<file path="src/rtl/axi_llc_pkg.sv">
// Shared LLC definitions: cache-unit indices and default way payload types.
package axi_llc_pkg;

    // Requesting cache units, in arbitration index order.
    localparam int unsigned WChanUnit = 0;
    localparam int unsigned RChanUnit = 1;
    localparam int unsigned EvictUnit = 2;
    localparam int unsigned RefilUnit = 3;
    localparam int unsigned NumUnits  = 4;

    // Default request payload towards the data ways; `we` selects write vs read.
    typedef struct packed {
        logic        we;
        logic [7:0]  addr;
        logic [31:0] data;
    } way_inp_def_t;

    // Default read-response payload coming back from the data ways.
    typedef struct packed {
        logic [31:0] data;
    } way_oup_def_t;

endpackage

</file>
<file path="src/rtl/stream_fifo.sv">
// Small valid/ready style FIFO with occupancy output and optional fall-through.
module stream_fifo #(
    parameter bit          FALL_THROUGH = 1'b0,
    parameter int unsigned DEPTH        = 2,
    parameter type         T            = logic,
    localparam int unsigned AddrW       = (DEPTH > 1) ? $clog2(DEPTH) : 1
) (
    input  logic           clk_i,
    input  logic           rst_ni,
    input  logic           flush_i,
    input  logic           testmode_i,
    output logic           full_o,
    output logic           empty_o,
    output logic [AddrW:0] usage_o,
    input  T               data_i,
    input  logic           push_i,
    output T               data_o,
    input  logic           pop_i
);

    T                 mem_q [DEPTH];
    logic [AddrW-1:0] wrPtr_q, wrPtr_d;
    logic [AddrW-1:0] rdPtr_q, rdPtr_d;
    logic [AddrW:0]   count_q, count_d;
    logic             storeEmpty;
    logic             doPush;
    logic             doPop;
    logic             unusedTestmode;

    assign unusedTestmode = testmode_i;
    assign usage_o        = count_q;

    // Status flags, effective push/pop and pointer/occupancy updates.
    always_comb begin
        storeEmpty = (count_q == '0);
        full_o     = (count_q == (AddrW + 1)'(DEPTH));
        empty_o    = storeEmpty & ~(FALL_THROUGH & push_i);
        data_o     = (FALL_THROUGH && storeEmpty) ? data_i : mem_q[rdPtr_q];
        doPush     = push_i & ~full_o;
        doPop      = pop_i & ~empty_o;
        if (FALL_THROUGH && storeEmpty && doPush && doPop) begin
            doPush = 1'b0;
            doPop  = 1'b0;
        end
        wrPtr_d = wrPtr_q;
        rdPtr_d = rdPtr_q;
        count_d = count_q;
        if (doPush) begin
            wrPtr_d = (wrPtr_q == AddrW'(DEPTH - 1)) ? '0 : wrPtr_q + AddrW'(1);
        end
        if (doPop) begin
            rdPtr_d = (rdPtr_q == AddrW'(DEPTH - 1)) ? '0 : rdPtr_q + AddrW'(1);
        end
        if (doPush && !doPop) begin
            count_d = count_q + (AddrW + 1)'(1);
        end else if (doPop && !doPush) begin
            count_d = count_q - (AddrW + 1)'(1);
        end
        if (flush_i) begin
            wrPtr_d = '0;
            rdPtr_d = '0;
            count_d = '0;
        end
    end

    // Pointer, occupancy and storage registers.
    always_ff @(posedge clk_i or negedge rst_ni) begin
        if (!rst_ni) begin
            wrPtr_q <= '0;
            rdPtr_q <= '0;
            count_q <= '0;
            for (int i = 0; i < int'(DEPTH); i++) begin
                mem_q[i] <= T'(0);
            end
        end else begin
            wrPtr_q <= wrPtr_d;
            rdPtr_q <= rdPtr_d;
            count_q <= count_d;
            if (doPush) begin
                mem_q[wrPtr_q] <= data_i;
            end
        end
    end

endmodule

</file>
<file path="src/rtl/axi_llc_way_arbiter.sv">
// Way arbiter: round-robin grant of cache units onto the data ways, with read
// responses steered back to the unit that issued the corresponding read.
module axi_llc_way_arbiter
    import axi_llc_pkg::*;
#(
    parameter int unsigned NumUnits  = axi_llc_pkg::NumUnits,
    parameter int unsigned MaxReads  = 2,
    parameter type         way_inp_t = axi_llc_pkg::way_inp_def_t,
    parameter type         way_oup_t = axi_llc_pkg::way_oup_def_t
) (
    input  logic                    clk_i,
    input  logic                    rst_ni,
    input  logic                    test_i,
    input  way_inp_t [NumUnits-1:0] req_i,
    input  logic [NumUnits-1:0]     req_valid_i,
    output logic [NumUnits-1:0]     req_ready_o,
    output way_inp_t                way_inp_o,
    output logic                    way_inp_valid_o,
    input  logic                    way_inp_ready_i,
    input  way_oup_t                way_oup_i,
    input  logic                    way_oup_valid_i,
    output logic                    way_oup_ready_o,
    output way_oup_t                rsp_o,
    output logic [NumUnits-1:0]     rsp_valid_o,
    input  logic [NumUnits-1:0]     rsp_ready_i
);

    localparam int unsigned IdxW  = (NumUnits > 1) ? $clog2(NumUnits) : 1;
    localparam int unsigned UsedW = ((MaxReads > 1) ? $clog2(MaxReads) : 1) + 1;
    typedef logic [IdxW-1:0] idx_t;

    idx_t                prio_q, prio_d;
    logic                lock_q, lock_d;
    idx_t                lockIdx_q, lockIdx_d;
    logic [NumUnits-1:0] eligible;
    idx_t                winner;
    logic                anyElig;
    int unsigned         cand;
    idx_t                grantIdx;
    logic                grantValid;
    logic                handshake;
    logic                fifoFull, fifoEmpty, fifoPush, fifoPop;
    idx_t                fifoHead;
    logic [UsedW-1:0]    unusedFifoUsage;

    // Eligibility and round-robin search starting at the priority pointer.
    always_comb begin
        eligible = '0;
        for (int i = 0; i < int'(NumUnits); i++) begin
            eligible[i] = req_valid_i[i] & (req_i[i].we | ~fifoFull);
        end
        winner  = prio_q;
        anyElig = 1'b0;
        cand    = 0;
        for (int k = int'(NumUnits) - 1; k >= 0; k--) begin
            cand = (32'(prio_q) + 32'(k)) % NumUnits;
            if (eligible[cand]) begin
                winner  = idx_t'(cand);
                anyElig = 1'b1;
            end
        end
    end

    // Grant selection with lock, way request drive and pointer/lock next state.
    always_comb begin
        grantIdx    = lock_q ? lockIdx_q : winner;
        grantValid  = (lock_q | anyElig) & rst_ni;
        way_inp_o   = req_i[grantIdx];
        way_inp_valid_o = grantValid;
        req_ready_o = '0;
        req_ready_o[grantIdx] = grantValid & way_inp_ready_i;
        handshake   = grantValid & way_inp_ready_i;
        fifoPush    = handshake & ~req_i[grantIdx].we;
        prio_d      = prio_q;
        if (handshake) begin
            prio_d = (grantIdx == idx_t'(NumUnits - 1)) ? '0 : grantIdx + idx_t'(1);
        end
        lock_d    = grantValid & ~way_inp_ready_i;
        lockIdx_d = grantIdx;
    end

    // Response steering to the unit whose read tag sits at the FIFO head.
    always_comb begin
        rsp_o           = way_oup_i;
        rsp_valid_o     = '0;
        way_oup_ready_o = 1'b1;
        fifoPop         = 1'b0;
        if (!fifoEmpty) begin
            rsp_valid_o[fifoHead] = way_oup_valid_i;
            way_oup_ready_o       = rsp_ready_i[fifoHead];
            fifoPop               = way_oup_valid_i & rsp_ready_i[fifoHead];
        end
    end

    // Priority pointer and grant lock registers.
    always_ff @(posedge clk_i or negedge rst_ni) begin
        if (!rst_ni) begin
            prio_q    <= '0;
            lock_q    <= 1'b0;
            lockIdx_q <= '0;
        end else begin
            prio_q    <= prio_d;
            lock_q    <= lock_d;
            lockIdx_q <= lockIdx_d;
        end
    end

    stream_fifo #(
        .FALL_THROUGH (1'b0),
        .DEPTH        (MaxReads),
        .T            (idx_t)
    ) i_read_tag_fifo (
        .clk_i      (clk_i),
        .rst_ni     (rst_ni),
        .flush_i    (1'b0),
        .testmode_i (test_i),
        .full_o     (fifoFull),
        .empty_o    (fifoEmpty),
        .usage_o    (unusedFifoUsage),
        .data_i     (grantIdx),
        .push_i     (fifoPush),
        .data_o     (fifoHead),
        .pop_i      (fifoPop)
    );

`ifndef SYNTHESIS
    // A read response with no outstanding read is dropped and flagged.
    always @(posedge clk_i) begin
        if (rst_ni && way_oup_valid_i) begin
            assert (!fifoEmpty)
            else $warning("way response without an outstanding read, beat dropped");
        end
    end
`endif

endmodule

</file>
<file path="config.mk">
export PLATFORM = sky130hd
export DESIGN_NAME = axi_llc_way_arbiter
export DESIGN_NICKNAME = d
export VERILOG_FILES = /design/src/rtl/axi_llc_pkg.sv /design/src/rtl/stream_fifo.sv /design/src/rtl/axi_llc_way_arbiter.sv
export SDC_FILE = /design/constraint.sdc
export NUM_CORES = 1
export LEC_CHECK = 0
export ABC_CLOCK_PERIOD_IN_PS = 8550
export BUFFER_PORTS_ARGS = -buffer_cell sky130_fd_sc_hd__buf_2
export CORE_AREA = 3 3 113 115
export CTS_CLUSTER_DIAMETER = 30
export CTS_CLUSTER_SIZE = 40
export DETAILED_ROUTE_END_ITERATION = 6
export DIE_AREA = 0 0 116 118
export SYNTH_ARGS = -nofsm -noshare
export SYNTH_HDL_FRONTEND = slang
export SYNTH_SLANG_ARGS = --single-unit
</file>
<file path="constraint.sdc">
create_clock -name clk_i -period 8.55 [get_ports clk_i]
set_input_delay 1.2825 -clock clk_i [delete_from_list [all_inputs] [get_ports clk_i]]
set_output_delay 1.2825 -clock clk_i [all_outputs]
set_load 0.005 [all_outputs]
</file>
==> run_results.csv, run 1 <==
group,metric,value,unit
run_status,run_status,"finished clean",
finish,diodes,0,
timing,finalHoldViolCount,0,
drt,wirelength,9.88,mm
floorplan,die_y,118,µm
floorplan,die_area,0.0137,mm²
cts,post-cts-setup-buffers,0,
power_and_ir_drop,ir_drop,143,µV
power_and_ir_drop,power.internal,567,µW
min_path,hp-class,"register to register",
drt,drtIter0Drc,171,
cts,clk_latency,0.24,ns
finish,final_cell_area,0.00372,mm²
cts,post_cts_resized,0,
timing,final.setup.tns,0,ns
yosys,synth_edf_count,0,
drt,wire_per_inst,15.9,µm
timing,worst_slack,2.60,ns
yosys,syn_inst,293,
timing,slew_headroom,27.2,%
timing,clock_skew,0.00138,ns
yosys,async_reset_ff_share,100,%
yosys,synth-seq-cells,13,
yosys,synth_area_per_cell,9.04,µm²
power_and_ir_drop,switching_power,485,µW
timing,setup_viol,0,
power_and_ir_drop,p_per_area,283,mW/mm²
timing,finalCritPeriodShare,69.6,%
drt,viasPerCell,4.61,
floorplan,fp.dieW,116,µm
finish,final_layout_size_suffix_gt1_share,50.9,%
place,hpwl,8.48,mm
yosys,syn_nets,507,
yosys,yosysWarnings,0,
cts,numCtsBuffers,3,
setup_path,startpoint_type,"input port",
floorplan,rows,40,
setup_path,critical_path.max_fanout,55,
setup_path,cp_data_arrival_time,4.67,ns
job,drv_cap,0,
power_and_ir_drop,clkPwrFrac,8.5,%
yosys,yosys_most_used_dff,"dfrtp_1",
timing,rsz0062_at_grt,"no",
global_route,gr-usage-all-layers,13.4,%
global_route,grt-ovfl-total,0,
yosys,yosysSeqAreaShare,12.3,%
finish,layout_commonest_cell,"buf_2",
timing,worst_pin_slew,1.09,ns
place,gp_congestion,0.847,
cts,clkTransAtPathRegs,0.05,ns
place,portBuffers,226,
global_route,grt_pass1_wl,14.7,mm
finish,post-route-util,31.3,%
power_and_ir_drop,combPwrFrac,79.7,%
setup_path,critPathRequiredTime,7.27,ns
place,pre_cts_ws,2.60,ns
drt,ant_nets,0,
setup_path,criticalPathCategory,"input port to primary output",
timing,slew_violations,0,
cts,cts.sinks,13,
cts,htreeDepth,1,
cts,cts_tree,"built",
cts,ctsHoldBuffers,0,
finish,layout_common_cells,"226 x buf_2, 122 x mux2i_1, 13 x dfrtp_1",
floorplan,start_util,22.2,%
yosys,synth.area.top_cells,"mux2i_1 46%, dfrtp_1 12%, buf_4 11%, ha_1 2.4%, nand2_1 1.7%",
global_route,grt_antenna_before_repair,1,
global_route,grt_max_degree,56,
drt,drtPass1Iterations,5,
floorplan,core-area,0.0119,mm²
yosys,synth_area_leader_cell,"mux2i_1",
cts,clock-root-buffer,"clkbuf_16",
power_and_ir_drop,pwr-share-seq,11.8,%
place,place_area,0.00364,mm²
yosys,synth_top_area_share,46.1,%
yosys,synth_area,0.00265,mm²
yosys,synthDistinctLibCells,51,
drt,route.vias.total,2870,
setup_path,endpoint_kind,"primary output",
timing,hold_slack,0.514,ns
drt,drc,0,
timing,min_period,5.95,ns
power_and_ir_drop,swShare,46.1,%
global_route,grt_pass1_vias,2856,
floorplan,ios,292,
power_and_ir_drop,p_leak,0.00210,µW
timing,max_freq,168,MHz
finish,area_growth,40.6,%
finish,nNetsFinal,690,
cts,clock_path_buffers,2,
-- logic make-up after synthesis --
family	after synthesis	share of synthesized area, %
multiplexers	125	48.0
XOR/XNOR	5	1.65
adder cells (fa/ha/maj)	5	2.36
AO/OA/AOI/OAI	35	10.0
buffers and inverters	58	14.6
AND/OR/NAND/NOR	52	11.1
flip-flops	13	12.3
-- power groups by stage --
stage	Clock [µW]	Sequential [µW]	Combinational, µW
2_1_floorplan	0	107	631
3_3_place_gp	0	123	826
3_5_place_dp	0	124	848
4_1_cts	92.8	124	852
5_1_grt	95.8	129	913
6_report	89.4	124	839
-- stage by stage --
step	std cells	power (µW)
after floorplan	293	738
after CTS	622	1070
after global placement	618	948
after detailed placement	618	972
after global routing	622	1140
final	622	1050
-- worst paths after layout --
kind	depth (start not counted)	start	endpoint	slack [ns]
min in group asynchronous	1	rst_ni	i_read_tag_fifo.mem_q[3]	0.95
max	10	req_i[40]	way_inp_o[1]	2.60
max in group asynchronous	1	rst_ni	lock_q	7.33
min reg2reg	1	i_read_tag_fifo.mem_q[3]	i_read_tag_fifo.mem_q[3]	0.51
max reg2reg	12	i_read_tag_fifo.usage_o[0]	i_read_tag_fifo.usage_o[1]	4.86
min	1	i_read_tag_fifo.mem_q[3]	i_read_tag_fifo.mem_q[3]	0.51
-- routing by layer --
metal	share of wire [%]	GRT usage (%)
met5	0.13	0
met4	1.0	2.47
met3	16	8.74
met2	45	20.6
met1	37	15.7
-- sequential cells by signal, indices dropped and copies added (netlist names) --
| signal | count |
|---|---|
| prio_q | 2 |
| i_read_tag_fifo.wrPtr_q | 1 |
| lockIdx_q | 2 |
| i_read_tag_fifo.mem_q | 4 |
| i_read_tag_fifo.usage_o | 2 |
| i_read_tag_fifo.rdPtr_q | 1 |
| lock_q | 1 |
-- critical path, stage by stage --
cell and delay [ns]:
buf_2 0.12, or3b_1 0.50, and2_1 0.22, a41oi_1 0.42
o211ai_1 0.22, nand2_4 0.72, buf_4 0.56, mux2i_1 0.31
mux2i_1 0.11, buf_2 0.17
-- Yosys cell counts (all sizes together), types with 2 or more instances --
master and n:
or3b 2, mux2 2, nor2 9, xor2 2
nand2 12, buf 48, dfrtp 13, a41oi 4
o2111a 2, mux2i 122, nor3b 4, nand3b 2
a211oi 2, o211ai 3, inv 8, xnor2 3
nor4 2, o21ai 7, o22ai 2, a221oi 2
nand3 5, nor3 4, ha 5, and2 6
nand2b 2, a21oi 4, clkbuf 2
-- area by class of cell --
| class | count | area [µm²] |
|---|---|---|
| Clock buffer | 3 | 75.1 |
| Clock inverter | 1 | 5.00 |
| Sequential cell | 13 | 325 |
| Fill cell | 1251 | 8190 |
| Timing Repair Buffer | 228 | 1150 |
| Multi-Input combinational cell | 222 | 1950 |
| Tap cell | 147 | 184 |
| Inverter | 8 | 32.5 |
Power figures use the tool's default switching activity.
==> run 2: changes to the inputs <==
- ABC_CLOCK_PERIOD_IN_PS: 8550 -> 5100
- clock period: 8.55 -> 5.1 ns (I/O delays scaled with it)
==> run_results.csv, run 2 (synthesized netlist as in run 1, its figures left out) <==
group,metric,value,unit
setup_path,ff2ff_path_depth,7,
power_and_ir_drop,p_per_area,482,mW/mm²
global_route,grt_pass1_wl,15.0,mm
finish,nFillCells,1260,
global_route,gr-usage-all-layers,13.6,%
finish,final_layout_size_suffix_gt1_share,51.6,%
setup_path,cp_slowest_cell,"nand2_4",
floorplan,rows,40,
run_status,run_status,"finished clean",
timing,clock_skew,0.00240,ns
timing,finalCritPeriodShare,85.9,%
floorplan,fp.dieW,116,µm
global_route,grt-ovfl-total,0,
setup_path,cp_data_arrival_time,3.62,ns
setup_path,crit_buf_inv,3,
finish,nNetsFinal,696,
place,portBuffers,226,
timing,final.setup.tns,0,ns
floorplan,ios,292,
setup_path,reg2reg_to,"prio_q[1]",
drt,drtPass1Iterations,4,
setup_path,critPathRequiredTime,4.34,ns
drt,wirelength,10.0,mm
job,drv_cap,0,
floorplan,die_y,118,µm
finish,area_growth,42.8,%
timing,slew_headroom,40.6,%
cts,post-cts-setup-buffers,0,
setup_path,endpoint_kind,"primary output",
floorplan,core-area,0.0119,mm²
power_and_ir_drop,ir_drop,269,µV
setup_path,criticalPathCategory,"input port to primary output",
global_route,grt_antenna_before_repair,0,
timing,max_freq,228,MHz
cts,numCtsBuffers,3,
timing,rsz0062_at_grt,"no",
setup_path,r2r_slack,1.93,ns
finish,layout_common_cells,"226 x buf_2, 122 x mux2i_1, 13 x dfrtp_1",
setup_path,critical_path.max_fanout,42,
finish,largest_register_ffs,4,
floorplan,die_area,0.0137,mm²
timing,min_period,4.38,ns
setup_path,startpoint_type,"input port",
drt,route.vias.total,2920,
drt,viasPerCell,4.65,
power_and_ir_drop,p_leak,0.00213,µW
setup_path,max_stage_delay,0.59,ns
timing,slew_violations,0,
cts,clock_path_buffers,2,
finish,top_register,"i_read_tag_fifo.mem_q",
floorplan,start_util,22.2,%
cts,cts.sinks,13,
finish,layout_commonest_cell,"buf_2",
finish,diodes,0,
place,gp_congestion,0.842,
cts,ctsHoldBuffers,0,
cts,cts_tree,"built",
setup_path,r2r-start,"i_read_tag_fifo.usage_o[0]",
place,hpwl,8.70,mm
cts,post_cts_resized,0,
timing,worst_slack,0.718,ns
drt,ant_nets,0,
setup_path,cp_cell_sequence,"buf_2 -> or3b_1 -> and2_1 -> a41oi_1 -> o211ai_1 -> nand2_4 -> buf_4 -> mux2i_1 -> mux2i_1 -> buf_2",
timing,setup_viol,0,
timing,worst_pin_slew,0.879,ns
drt,wire_per_inst,16.0,µm
setup_path,crit_family,"simple AND/OR/NAND/NOR gates",
place,pre_cts_ws,0.717,ns
global_route,grt_pass1_vias,2999,
cts,clk_latency,0.25,ns
cts,htreeDepth,1,
cts,clock-root-buffer,"clkbuf_16",
drt,drtIter0Drc,158,
timing,finalHoldViolCount,0,
global_route,grt_max_degree,43,
cts,clkTransAtPathRegs,0.05,ns
min_path,hp-class,"input port to async pin",
drt,drc,0,
==> run 2: cell count changes in the layout (fill, tap and decap cells not counted), sizes merged <==
cell  change
buf       +6
==> run 2: worst reg2reg max path, cell delays in order (launching register included) <==
cell	delay, ns
dfrtp_1	0.48
or3b_1	0.52
and2_1	0.23
a41oi_1	0.41
o211ai_1	0.22
nand2_4	0.59
ha_1	0.36
mux2_2	0.26
==> run 2: worst max path at each step <==
stage                      to  startpoint  slack, ns  cells past startpoint
3_5_place_dp    way_inp_o[23]   req_i[40]       0.72                     10
4_1_cts         way_inp_o[23]   req_i[40]       0.72                     10
2_1_floorplan  req_ready_o[1]   req_i[40]       1.63                     11
6_report        way_inp_o[21]   req_i[40]       0.72                     10
3_3_place_gp    way_inp_o[21]   req_i[40]       0.82                     10
5_1_grt         way_inp_o[29]   req_i[40]       0.46                     10
==> run 2: final cells by class <==
| type | count | area (µm²) | area share, % |
|---|---|---|---|
| flip-flops and latches | 13 | 325 | 8.61 |
| inverters | 8 | 32.5 | 0.861 |
| repair buffers | 234 | 1200 | 31.8 |
| clock inverters | 1 | 5.00 | 0.132 |
| multi-input cells | 222 | 1950 | 51.7 |
| well taps | 147 | 184 | 4.87 |
| clock buffers | 3 | 75.1 | 1.99 |
==> run 2: power breakdown <==
part	internal, µW	switching [µW]	leakage, µW
sequential	148	60.0	0.000148
clock	105	49.6	0.0000409
combinational	733	726	0.00195
total	986	835	0.00213
==> run 2: routing by layer <==
metal	global-route usage, %	routed length (µm)	vias up
li1	-	-	1427
met1	14.8	3550	1340
met2	22.4	4710	140
met3	8.95	1680	13
met4	1.96	85	0
met5	0	0	-
==> run 2: stage by stage <==
step	area [µm²]	util (%)	std cells	hold WS, ns	total power [µW]
final	3780	31.7	628	0.430	1820
after global routing	3780	31.7	628	0.449	1960
after CTS	3780	31.7	628	0.432	1830
after detailed placement	3700	31.1	624	0.496	1670
after global placement	3700	31.1	624	0.500	1640
after floorplan	2650	-	293	0.469	1240
==> run 3: changes to the inputs <==
- CAP_MARGIN: not set -> 20
- MAX_ROUTING_LAYER: not set -> met4
==> run_results.csv, run 3 (synthesized netlist as in run 1, its figures left out) <==
group,metric,value,unit
run_status,run_status,"finished clean",
finish,post-route-util,31.7,%
timing,final.setup.tns,0,ns
finish,layout_common_cells,"226 x buf_2, 122 x mux2i_1, 13 x dfrtp_1",
timing,setup_viol,0,
cts,clkTransAtPathRegs,0.05,ns
finish,top_register,"i_read_tag_fifo.mem_q",
setup_path,criticalPathCategory,"input port to primary output",
drt,drtPass1Iterations,4,
power_and_ir_drop,p_leak,0.00213,µW
cts,post_cts_resized,0,
timing,slew_headroom,41.3,%
setup_path,reg2reg_to,"prio_q[1]",
finish,nFillCells,1260,
place,portBuffers,226,
cts,post-cts-setup-buffers,0,
drt,drtIter0Drc,164,
timing,finalCritPeriodShare,86.3,%
drt,drc,0,
setup_path,endpoint_kind,"primary output",
cts,ctsHoldBuffers,0,
timing,finalHoldViolCount,0,
timing,slew_violations,0,
floorplan,die_y,118,µm
setup_path,critPathRequiredTime,4.34,ns
timing,min_period,4.40,ns
drt,viasPerCell,4.65,
setup_path,cp_data_arrival_time,3.63,ns
floorplan,rows,40,
cts,cts.sinks,13,
cts,htreeDepth,1,
setup_path,startpoint_type,"input port",
finish,stdcell_count,628,
floorplan,fp.dieW,116,µm
global_route,grt_pass1_vias,3000,
place,hpwl,8.70,mm
finish,area_growth,42.8,%
place,placed_cells,624,
cts,cts_tree,"built",
place,gp_congestion,0.855,
cts,clock_path_buffers,2,
floorplan,start_util,22.2,%
timing,clock_skew,0.00237,ns
global_route,gr-usage-all-layers,14.0,%
setup_path,crit_start,"req_i[40]",
timing,hold_slack,0.430,ns
cts,numCtsBuffers,3,
min_path,hp-class,"input port to async pin",
floorplan,core-area,0.0119,mm²
power_and_ir_drop,ir_drop,269,µV
cts,clk_latency,0.25,ns
global_route,grt_pass1_wl,15.0,mm
finish,layout_commonest_cell,"buf_2",
global_route,grt_max_degree,43,
drt,route.vias.total,2921,
timing,worst_pin_slew,0.870,ns
setup_path,ff2ff_path_depth,7,
job,drv_cap,0,
timing,rsz0062_at_grt,"no",
finish,final_layout_size_suffix_gt1_share,51.6,%
global_route,grt_antenna_before_repair,0,
finish,nNetsFinal,696,
power_and_ir_drop,p_per_area,482,mW/mm²
setup_path,r2r-start,"i_read_tag_fifo.usage_o[0]",
drt,ant_nets,0,
timing,max_freq,227,MHz
floorplan,die_area,0.0137,mm²
setup_path,critical_path.max_fanout,42,
global_route,grt-ovfl-total,0,
finish,diodes,0,
drt,wirelength,10.0,mm
cts,clock-root-buffer,"clkbuf_16",
finish,largest_register_ffs,4,
setup_path,r2r_slack,1.91,ns
floorplan,ios,292,
drt,wire_per_inst,16.0,µm
-- run 3: cell counts in the layout (fill, tap and decap cells not counted) --
Identical to the previous run, type by type.
-- run 3: worst max-delay path by stage --
| stage | slack [ns] | to | depth (start not counted) |
|---|---|---|---|
| after floorplan | 1.63 | req_ready_o[1] | 11 |
| after global placement | 0.82 | way_inp_o[21] | 10 |
| after detailed placement | 0.72 | way_inp_o[23] | 10 |
| after CTS | 0.72 | way_inp_o[23] | 10 |
| after global routing | 0.46 | way_inp_o[29] | 10 |
| final | 0.70 | way_inp_o[21] | 10 |
-- run 3: critical path: stages --
cell      delay, ns
buf_2          0.12
or3b_1         0.50
and2_1         0.23
a41oi_1        0.42
o211ai_1       0.22
nand2_4        0.59
buf_4          0.29
mux2i_1        0.19
mux2i_1        0.10
buf_2          0.18
-- run 3: per-stage QoR --
| step | instance area, µm² | worst slack [ns] | total power, µW |
|---|---|---|---|
| floorplan | 2650 | 1.63 | 1240 |
| global placement | 3700 | 0.815 | 1640 |
| finish | 3780 | 0.700 | 1820 |
| detailed placement | 3700 | 0.717 | 1670 |
| global route | 3780 | 0.460 | 1960 |
| CTS | 3780 | 0.720 | 1830 |
-- run 3: layout make-up --
class	instances	area, µm²	share of cell area, %
inverters	8	32.5	0.861
repair buffers	234	1200	31.8
well taps	147	184	4.87
clock buffers	3	75.1	1.99
multi-input cells	222	1950	51.7
clock inverters	1	5.00	0.132
flip-flops and latches	13	325	8.61
-- run 3: metal layers --
layer	global-route usage, %	up-vias	wire, µm
met3	8.53	13	1560
met4	1.96	0	78
met1	15.1	1343	3650
li1	-	1428	-
met2	22.4	137	4750
met5	-	-	0
-- run 3: where the power goes --
group	leakage, µW	total (µW)	switching [µW]	internal, µW
registers	0.000148	209	60.4	148
logic	0.00195	1460	727	733
clock network	0.0000409	154	49.2	105
total	0.00213	1820	836	986
